$ cat config.mk
export PLATFORM = sky130hd
export DESIGN_NAME = celement_pipe
export DESIGN_NICKNAME = d
export VERILOG_FILES = /design/src/rtl/celement_pipe.sv
export SDC_FILE = /design/constraint.sdc
export NUM_CORES = 1
export LEC_CHECK = 0
export ABC_AREA = 1
export CAP_MARGIN = 25
export CORE_ASPECT_RATIO = 1.4
export CORE_MARGIN = 2
export CORE_UTILIZATION = 35
export CTS_CLUSTER_SIZE = 25
export DETAILED_ROUTE_END_ITERATION = 6
export PLACE_DENSITY = 0.63
export SYNTH_ARGS = -nofsm -noshare
export SYNTH_HDL_FRONTEND = slang
export SYNTH_SLANG_ARGS = --single-unit
export TNS_END_PERCENT = 1
$ cat constraint.sdc
create_clock -name CLK -period 1.3 [get_ports CLK]
set_input_delay 0.39 -clock CLK [delete_from_list [all_inputs] [get_ports CLK]]
set_output_delay 0.39 -clock CLK [all_outputs]
set_load 0.02 [all_outputs]
$ cat src/rtl/celement_pipe.sv
// Clocked Muller pipeline of C-element handshake stages.
// Per-stage send delay lines, ack delay, global LOPEN freeze.
module celement_pipe #(
  parameter int DEPTH    = 4,
  parameter int WIDTH    = 8,
  parameter int SEND_DLY = 2,
  parameter int ACK_DLY  = 0
) (
  input  logic             CLK,
  input  logic             RESETN,
  input  logic             SENDIN,
  input  logic [WIDTH-1:0] DIN,
  output logic             ACKOUT,
  output logic             SENDOUT,
  output logic [WIDTH-1:0] DOUT,
  input  logic             ACKIN,
  input  logic             LOPEN,
  output logic [DEPTH-1:0] CP,
  output logic [DEPTH-1:0] OCC
);

  logic [DEPTH-1:0] c;
  logic [DEPTH-1:0] s;
  logic [DEPTH-1:0] req;
  logic [DEPTH-1:0] ack;
  logic [DEPTH-1:0] rise;
  logic [DEPTH-1:0] fall;
  logic [DEPTH-1:0] cp_q;

  logic [DEPTH-1:0][WIDTH-1:0] data;
  logic [DEPTH-1:0][WIDTH-1:0] src;

  for (genvar i = 0; i < DEPTH; i++) begin : g_link
    if (i == 0) begin : g_head
      assign req[i] = SENDIN;
      assign src[i] = DIN;
    end else begin : g_body
      assign req[i] = s[i-1];
      assign src[i] = data[i-1];
    end
    if (i == DEPTH - 1) begin : g_tail
      assign ack[i] = ACKIN;
    end else begin : g_next
      assign ack[i] = c[i+1];
    end
  end

  // Every stage evaluates from pre-edge values only.
  assign rise = {DEPTH{LOPEN}} & req & ~ack & ~c;
  assign fall = {DEPTH{LOPEN}} & ~req & ack & c;

  always_ff @(posedge CLK or negedge RESETN) begin
    if (!RESETN) begin
      c    <= '0;
      cp_q <= '0;
    end else begin
      c    <= (c | rise) & ~fall;
      cp_q <= rise;
    end
  end

  always_ff @(posedge CLK or negedge RESETN) begin
    if (!RESETN) begin
      data <= '0;
    end else begin
      for (int i = 0; i < DEPTH; i++) begin
        if (rise[i]) data[i] <= src[i];
      end
    end
  end

  // Delay lines keep shifting during a freeze so s settles to c.
  if (SEND_DLY == 0) begin : g_nosd
    assign s = c;
  end else begin : g_sd
    logic [DEPTH-1:0][SEND_DLY-1:0] dl;
    always_ff @(posedge CLK or negedge RESETN) begin
      if (!RESETN) begin
        dl <= '0;
      end else begin
        for (int i = 0; i < DEPTH; i++) begin
          dl[i] <= (dl[i] << 1) | SEND_DLY'(c[i]);
        end
      end
    end
    for (genvar i = 0; i < DEPTH; i++) begin : g_tap
      assign s[i] = dl[i][SEND_DLY-1];
    end
  end

  if (ACK_DLY == 0) begin : g_noad
    assign ACKOUT = c[0];
  end else begin : g_ad
    logic [ACK_DLY-1:0] ad;
    always_ff @(posedge CLK or negedge RESETN) begin
      if (!RESETN) ad <= '0;
      else         ad <= (ad << 1) | ACK_DLY'(c[0]);
    end
    assign ACKOUT = ad[ACK_DLY-1];
  end

  assign SENDOUT = s[DEPTH-1];
  assign DOUT    = data[DEPTH-1];
  assign CP      = cp_q;
  assign OCC     = c;

endmodule

Yosys cells after proc, flatten, opt, wreduce, memory -nomap -nowiden. Index checks and enable logic that the tools add are counted.

Bitwise gates (word level): 16.

Operators with widths (count): 4-bit bitwise AND (7); 4-bit NOT (4); 2-bit by 1-bit OR with 2-bit output (4); 4-bit OR (1).

Register bits after elaboration: 48. Bits of input ports: 13. Output and inout port bits: 18. Logic and storage cells: 26.

Depth between registers and ports, before layout. Gate-level depths: netlist of run 1.

Word-level depth: 6. Depth in mapped cells: 5. Gate-level depth less buffers: 5.

Worst setup path after synthesis of run 1. Ideal clock, no wire load.

Kind: register -> register. Start point: register c[2] (netlist: OCC[2]). End point: register data[16] (netlist bit). Library setup time: 117 ps. Data arrival time: 1066 ps. Data required time: 1183 ps. Path slack: 117 ps. Cell stages (with the launch flop): 5. Buffers on the path: 0. Clock period less this slack: 1183 ps. Path through: dfrtp_1 > nor2_2 > nand2_4 > nand2_1 > nand2_1.

Cells in the longest elaborated chain, start to end: 2.

RTL lines: start: declaration (line 22) `logic [DEPTH-1:0] c;`; start signal: assignment (line 57) `c <= (c | rise) & ~fall;`; 4-bit NOT (line 49) `assign rise = {DEPTH{LOPEN}} & req & ~ack & ~c;`; 4-bit bitwise AND (line 49); end signal: indexed assignment (line 67) `if (rise[i]) data[i] <= src[i];`; end: declaration (line 30) `logic [DEPTH-1:0][WIDTH-1:0] data;`.

No other way between the ends. A chain may end at the register's enable or synchronous reset.

Final worst setup path of run 1.
Start point: register c[3] (netlist: OCC[3]). End point: output OCC[3].

RTL lines: end: declaration (line 19) `output logic [DEPTH-1:0] OCC`.

No word-level cell between the ends.

==> flow_summary.json, run 1 <==
{
  "clk_latency_ps": 300,
  "arrival_ps": 870,
  "p_total_uw": 5350,
  "ctsHoldBuffers": 0,
  "ys_warn_count": 0,
  "tightest_slew_ps": 244,
  "dr.first_iter.drc_count": 23,
  "highest_layer": "met4",
  "r2r_end": "data[23]",
  "required_ps": 910,
  "via_per_inst": 4.26,
  "crit_chain": "buf_2",
  "ff2ff_setup_slack_ps": 190,
  "pin_count": 31,
  "fp.dieArea_um2": 6000,
  "cts_tree": "done",
  "die-width_um": 66.1,
  "cp.depth": 1,
  "register_area_um2": 1200,
  "finalCritPeriodShare_pct": 96.7,
  "layout.nets": 248,
  "hold_violations": 0,
  "slew_viol_final": 0,
  "synth-seq-area-share_pct": 63.7,
  "slew_headroom_pct": 83.7,
  "p_per_area_nw_per_um2": 2220,
  "netlist_area_um2": 1890,
  "syn2layout_area_growth_pct": 27.5,
  "final_util_pct": 46.3,
  "htreeDepth": 2,
  "multi_input_area_um2": 569,
  "drive_gt1_share_pct": 27.5,
  "cts_buffer_depth": 2,
  "synthCells": 186,
  "post_cts_buffers": 0,
  "grt_pass1_vias": 1229,
  "met1_length_um": 1160,
  "wl_per_cell_um": 9.70,
  "antenna_cells": 0,
  "synth_area_per_cell_um2": 10.1,
  "cts_inserted_buffers": 5,
  "clockRootBuffer": "clkbuf_8",
  "period_needed_ps": 1260,
  "grt_util_all_layers_pct": 11.0,
  "startpoint_type": "register",
  "antenna_found_initial": 0,
  "initial_core_util_pct": 36.3,
  "dr_total_vias": 1286,
  "max_cap_viol_count": 0,
  "hpwl_um": 2130,
  "clkTransAtPathRegs_ps": 90,
  "die_h_um": 90.9,
  "ys_seq_elements": 48,
  "r2r-start": "OCC[2]",
  "min_path_type": "input pin to asynchronous set/reset pin",
  "clock.fmax_mhz": 795,
  "crit_buf_inv": 1,
  "crit_end": "OCC[3]",
  "gr-total-overflow": 0,
  "clock-sinks": 48,
  "cpLargestDelayFamily": "flip-flops",
  "grt_max_degree": 49,
  "vdd_ir_drop_max_mv": 1.19,
  "totalWireLength_um": 2930,
  "cp_max_fo": 2,
  "met2_length_um": 1560,
  "rsz0062_at_grt": "false",
  "synthesis.nets": 199,
  "crit_type": "register to primary output",
  "ant_nets": 0,
  "clock_skew_ps": 7.56,
  "portBuffers": 30,
  "first_pass_iters": 2,
  "gp_congestion": 0.724,
  "drc": 0,
  "met3_length_um": 138,
  "core-area_um2": 5200,
  "status": "complete, no violations",
  "critPathSlowestCell": "dfrtp_1",
  "synth_cell_type_count": 13,
  "grt_pass1_wl_um": 5190,
  "num-fill-cells": 521,
  "setup_viol": 0,
  "startpoint": "OCC[3]",
  "p_leak_uw": 0.00135,
  "r2r_cells": 5,
  "placementRows": 31,
  "end_kind": "primary output",
  "cp_slowest_stage_delay_ps": 400
}
-- cells in the final DEF (no fill, tap or decap) --
cell / n
nand2_1: 73
dfrtp_1: 48
nand3_1: 35
buf_2: 19
buf_4: 19
clkdlybuf4s50_1: 11
inv_2: 6
clkbuf_8: 5
inv_1: 3
nand2_4: 3
buf_12: 3
nor2_4: 2
nor2_2: 2
nor2_8: 2
nand2_2: 1
o21ai_0: 1
clkinvlp_4: 1
clkinv_2: 1
bufinv_16: 1
-- sequential cells by signal, indices dropped and copies added (netlist names) --
signal   cells
data        24
SENDOUT      1
DOUT         8
g_sd.dl      7
OCC          4
CP           4
-- synth_stat cells --
master / count / area share, %
inv_1: 3 / 0.60
nor2_2: 2 / 0.66
inv_2: 6 / 1.2
nor2_8: 2 / 2.1
nand2_4: 3 / 1.8
nand3_1: 35 / 9.3
buf_8: 1 / 0.80
o21ai_0: 1 / 0.26
dfrtp_1: 48 / 64
nand2_2: 1 / 0.33
buf_4: 9 / 3.6
nor2_4: 2 / 1.2
nand2_1: 73 / 15
-- area by class of cell --
class	count	area share [%]
clock buffers	5	2.86
repair buffers	52	17.0
multi-input cells	119	23.7
clock inverters	3	1.77
well taps	66	3.43
inverters	9	1.40
flip-flops and latches	48	49.9
-- routing by layer --
layer  global-route usage [%]  vias up
li1                         -      679
met1                     11.8      577
met2                     19.4       23
met3                     3.49        7
met4                     4.59        0
met5                        0        -
-- power by group --
part | internal (µW) | switching (µW)
Combinational | 799 | 1110
Clock | 569 | 482
Sequential | 2110 | 276
Total | 3480 | 1870
-- repair_timing --
item,in CTS,in global routing
pin swaps,0,0
endpoints found under the setup margin,18,1
gates cloned,0,0
gates resized for setup,71,1
-- logic make-up (layout without fill, tap and decap cells) --
| logic type | after synthesis | count (layout) | synth area share [%] |
|---|---|---|---|
| and+or+nand+nor | 118 | 118 | 29.9 |
| DFF | 48 | 48 | 63.7 |
| buffers and inverters | 19 | 69 | 6.17 |
| AOI/OAI and AO/OA | 1 | 1 | 0.265 |
-- metrics by stage --
| step | TNS (ps) | hold WS (ps) | cell area, µm² | setup WS [ps] | instances |
|---|---|---|---|---|---|
| after CTS | -37.3 | 63.6 | 2410 | -37.3 | 302 |
| after floorplan | 0 | 94.4 | 1890 | 117 | 186 |
| after global placement | -7550 | 332 | 2380 | -216 | 294 |
| final | 0 | 57.2 | 2410 | 42.8 | 302 |
| after global routing | 0 | 71.9 | 2410 | 7.77 | 302 |
| after detailed placement | -8420 | 335 | 2380 | -254 | 294 |
-- how the worst min path moves through the flow --
stage,end,slack (ps),depth (start not counted)
global route,CP[2],70,2
detailed placement,g_sd.dl[3],330,0
finish,g_sd.dl[3],60,2
global placement,g_sd.dl[3],330,0
floorplan,CP[0],90,0
CTS,g_sd.dl[3],60,2
Power figures use the tool's default switching activity.
==> run 2, diff against run 1 <==
- ABC_AREA: 1 -> not set
- ABC_CLOCK_PERIOD_IN_PS: not set -> 1300
- PLACE_DENSITY: 0.63 -> 0.64
==> flow_summary.json, run 2 <==
{
  "rsz0062_at_grt": "true",
  "portBuffers": 30,
  "arrival_ps": 1640,
  "required_ps": 1470,
  "synth_compound_area_share_pct": 3.08,
  "gp_congestion": 0.728,
  "startpoint_type": "register",
  "grt_pass1_wl_um": 5220,
  "final_common_cell": "dfrtp_1",
  "synth_edf_count": 0,
  "whs_path_depth": 0,
  "status": "complete, but fails checks",
  "syn2layout_area_growth_pct": 33.3,
  "die-width_um": 64.4,
  "synth_top_family_by_area": "multiplexers",
  "layout_common_cells": "dfrtp_1 (47), mux2_4 (25), buf_2 (18)",
  "synth_xor_area_share_pct": 0,
  "cpLargestDelayFamily": "buffers and inverters",
  "synthesis.nets": 124,
  "p_total_uw": 4840,
  "crit_chain": "buf_6 > buf_6 > nor4b_4 > buf_6 > mux2_2",
  "core-area_um2": 4880,
  "num-fill-cells": 476,
  "register_area_um2": 1200,
  "antenna_found_initial": 0,
  "clock.fmax_mhz": 680,
  "grt_pass1_vias": 1077,
  "largest_reg_flops": 24,
  "clk_latency_ps": 290,
  "yosysMostFrequentCell": "dfrtp_1",
  "max_cap_viol_count": 0,
  "r2r_end": "data[16]",
  "layoutNonFillerInstCount": 222,
  "hold_end": "g_sd.dl[3]",
  "pin_count": 31,
  "finalCritPeriodShare_pct": 113,
  "yosysTopAreaCell": "dfrtp_1",
  "ys_warn_count": 0,
  "antenna_cells": 0,
  "cp.depth": 5,
  "clock-sinks": 48,
  "fin_ws_ps": -170,
  "first_pass_iters": 4,
  "htreeDepth": 2,
  "cp_max_fo": 9,
  "drive_gt1_share_pct": 52.5,
  "slew_viol_final": 0,
  "clockRootBuffer": "clkbuf_8",
  "crit_buf_inv": 3,
  "netlist_area_um2": 1790,
  "period_needed_ps": 1470,
  "hp-start": "g_sd.dl[2]",
  "synthCells": 111,
  "synth_cell_type_count": 12,
  "ys_seq_elements": 48,
  "synthAdderAreaFrac_pct": 0,
  "tightest_slew_ps": 321,
  "ant_nets": 0,
  "grt_util_all_layers_pct": 12.4,
  "dp_cells": 210,
  "dr.first_iter.drc_count": 23,
  "clock_skew_ps": 3.98,
  "hold_violations": 0,
  "largest-register": "data",
  "yosys.area_share.simple_pct": 4.63,
  "cts_inserted_buffers": 5,
  "vdd_ir_drop_max_mv": 0.899,
  "dr_total_vias": 1002,
  "layout.nets": 170,
  "gr-total-overflow": 0,
  "crit_top_cell": "buf_6",
  "detailedPlace.worstSlack_ps": -596,
  "synth.area.mux_share_pct": 20.2,
  "cts_buffer_depth": 2,
  "wl_per_cell_um": 14.1,
  "fp.dieArea_um2": 5700,
  "placementRows": 30,
  "min_path_type": "register to register",
  "synth_area_per_cell_um2": 16.1,
  "r2r_cells": 5,
  "clkTransAtPathRegs_ps": 80,
  "setup_tns_ps": -2870,
  "synth_ff_type": "dfrtp_1",
  "cp_slowest_stage_delay_ps": 400,
  "synth-seq-area-share_pct": 67.3,
  "multi_input_area_um2": 607,
  "p_leak_uw": 0.00114,
  "grt_max_degree": 37,
  "synth.top_cells.by_area": "dfrtp_1 (67%), mux2_2 (20%), buf_4 (3.8%), nor4b_4 (2.7%), o21ai_0 (1.7%)",
  "synth_common_cells": "dfrtp_1 (48), mux2_2 (32), buf_4 (9)",
  "async_flop_share_pct": 100,
  "violations": "negative setup slack",
  "drc": 0,
  "crit_type": "register to register",
  "critPathSlowestCell": "dfrtp_1",
  "totalWireLength_um": 3120,
  "die_h_um": 88.5,
  "cts_tree": "done",
  "r2r-start": "OCC[3]",
  "p_per_area_nw_per_um2": 2030,
  "synth_top_area_share_pct": 67.3,
  "ff2ff_setup_slack_ps": -170,
  "slew_headroom_pct": 78.6,
  "hold_ws_ps": 348,
  "end_kind": "register",
  "via_per_inst": 4.51,
  "hpwl_um": 2040,
  "initial_core_util_pct": 36.6,
  "setup_viol": 26
}
## run 2: cell types whose count changed after synthesis, moves of 3 or more
cell     before  now
o21ai_0       1    6
a21oi_1       0    5
nand3_1      35    0
mux2_2        0   32
nand2_1      73    3
nand2_4       3    0
inv_2         6    1
## run 2: per-layer routing
| layer | up-vias | part of all wire, % | track usage (%) | wire length, µm |
|---|---|---|---|---|
| li1 | 466 | - | - | - |
| met1 | 510 | 39 | 14.1 | 1210 |
| met2 | 22 | 54 | 21.4 | 1700 |
| met3 | 4 | 4.4 | 2.93 | 137 |
| met4 | 0 | 2.5 | 6.96 | 77 |
| met5 | - | 0 | 0 | 0 |
## run 2: through the flow
step                      instance area (µm²)  util, %
after floorplan                          1790        -
after global placement                   2210     45.3
after detailed placement                 2210     45.3
after CTS                                2370     48.6
after global routing                     2380     48.8
final                                    2380     48.8
## run 2: cells by family after synthesis
group,after synthesis
flip-flops,48
multiplexers,32
buffers and inverters,12
AO/OA/AOI/OAI,11
AND/OR/NAND/NOR,8
## run 2: what timing repair did
| item | in CTS | in global routing |
|---|---|---|
| endpoints found under the hold margin | 12 | 0 |
| cloned | 2 | 0 |
| buffers inserted | 1 | 0 |
| gates resized for setup | 109 | 7 |
| pin swaps | 3 | 1 |
| endpoints found under the setup margin | 50 | 34 |
| hold buffers | 1 | 0 |
## run 2: cell type report
class	count	area share, %
sequential	48	50.5
multi-input combinational	51	25.5
timing repair buffer	49	16.5
clock buffer	8	3.79
tap	64	3.36
inverter	2	0.315
## run 2: worst max-delay path by stage
stage	start	endpoint	slack, ps
final	OCC[3]	data[16]	-170
after CTS	OCC[3]	DOUT[2]	-200
after global routing	OCC[3]	DOUT[6]	-220
after global placement	LOPEN	DOUT[1]	-580
after detailed placement	LOPEN	data[7]	-600
after floorplan	LOPEN	DOUT[0]	-220
## run 2: power breakdown
group	internal, µW	total, µW	leakage (µW)	switching, µW
clock network	433	858	0.0000455	424
logic	943	1570	0.000506	624
registers	2080	2420	0.000593	338
total	3450	4840	0.00114	1390
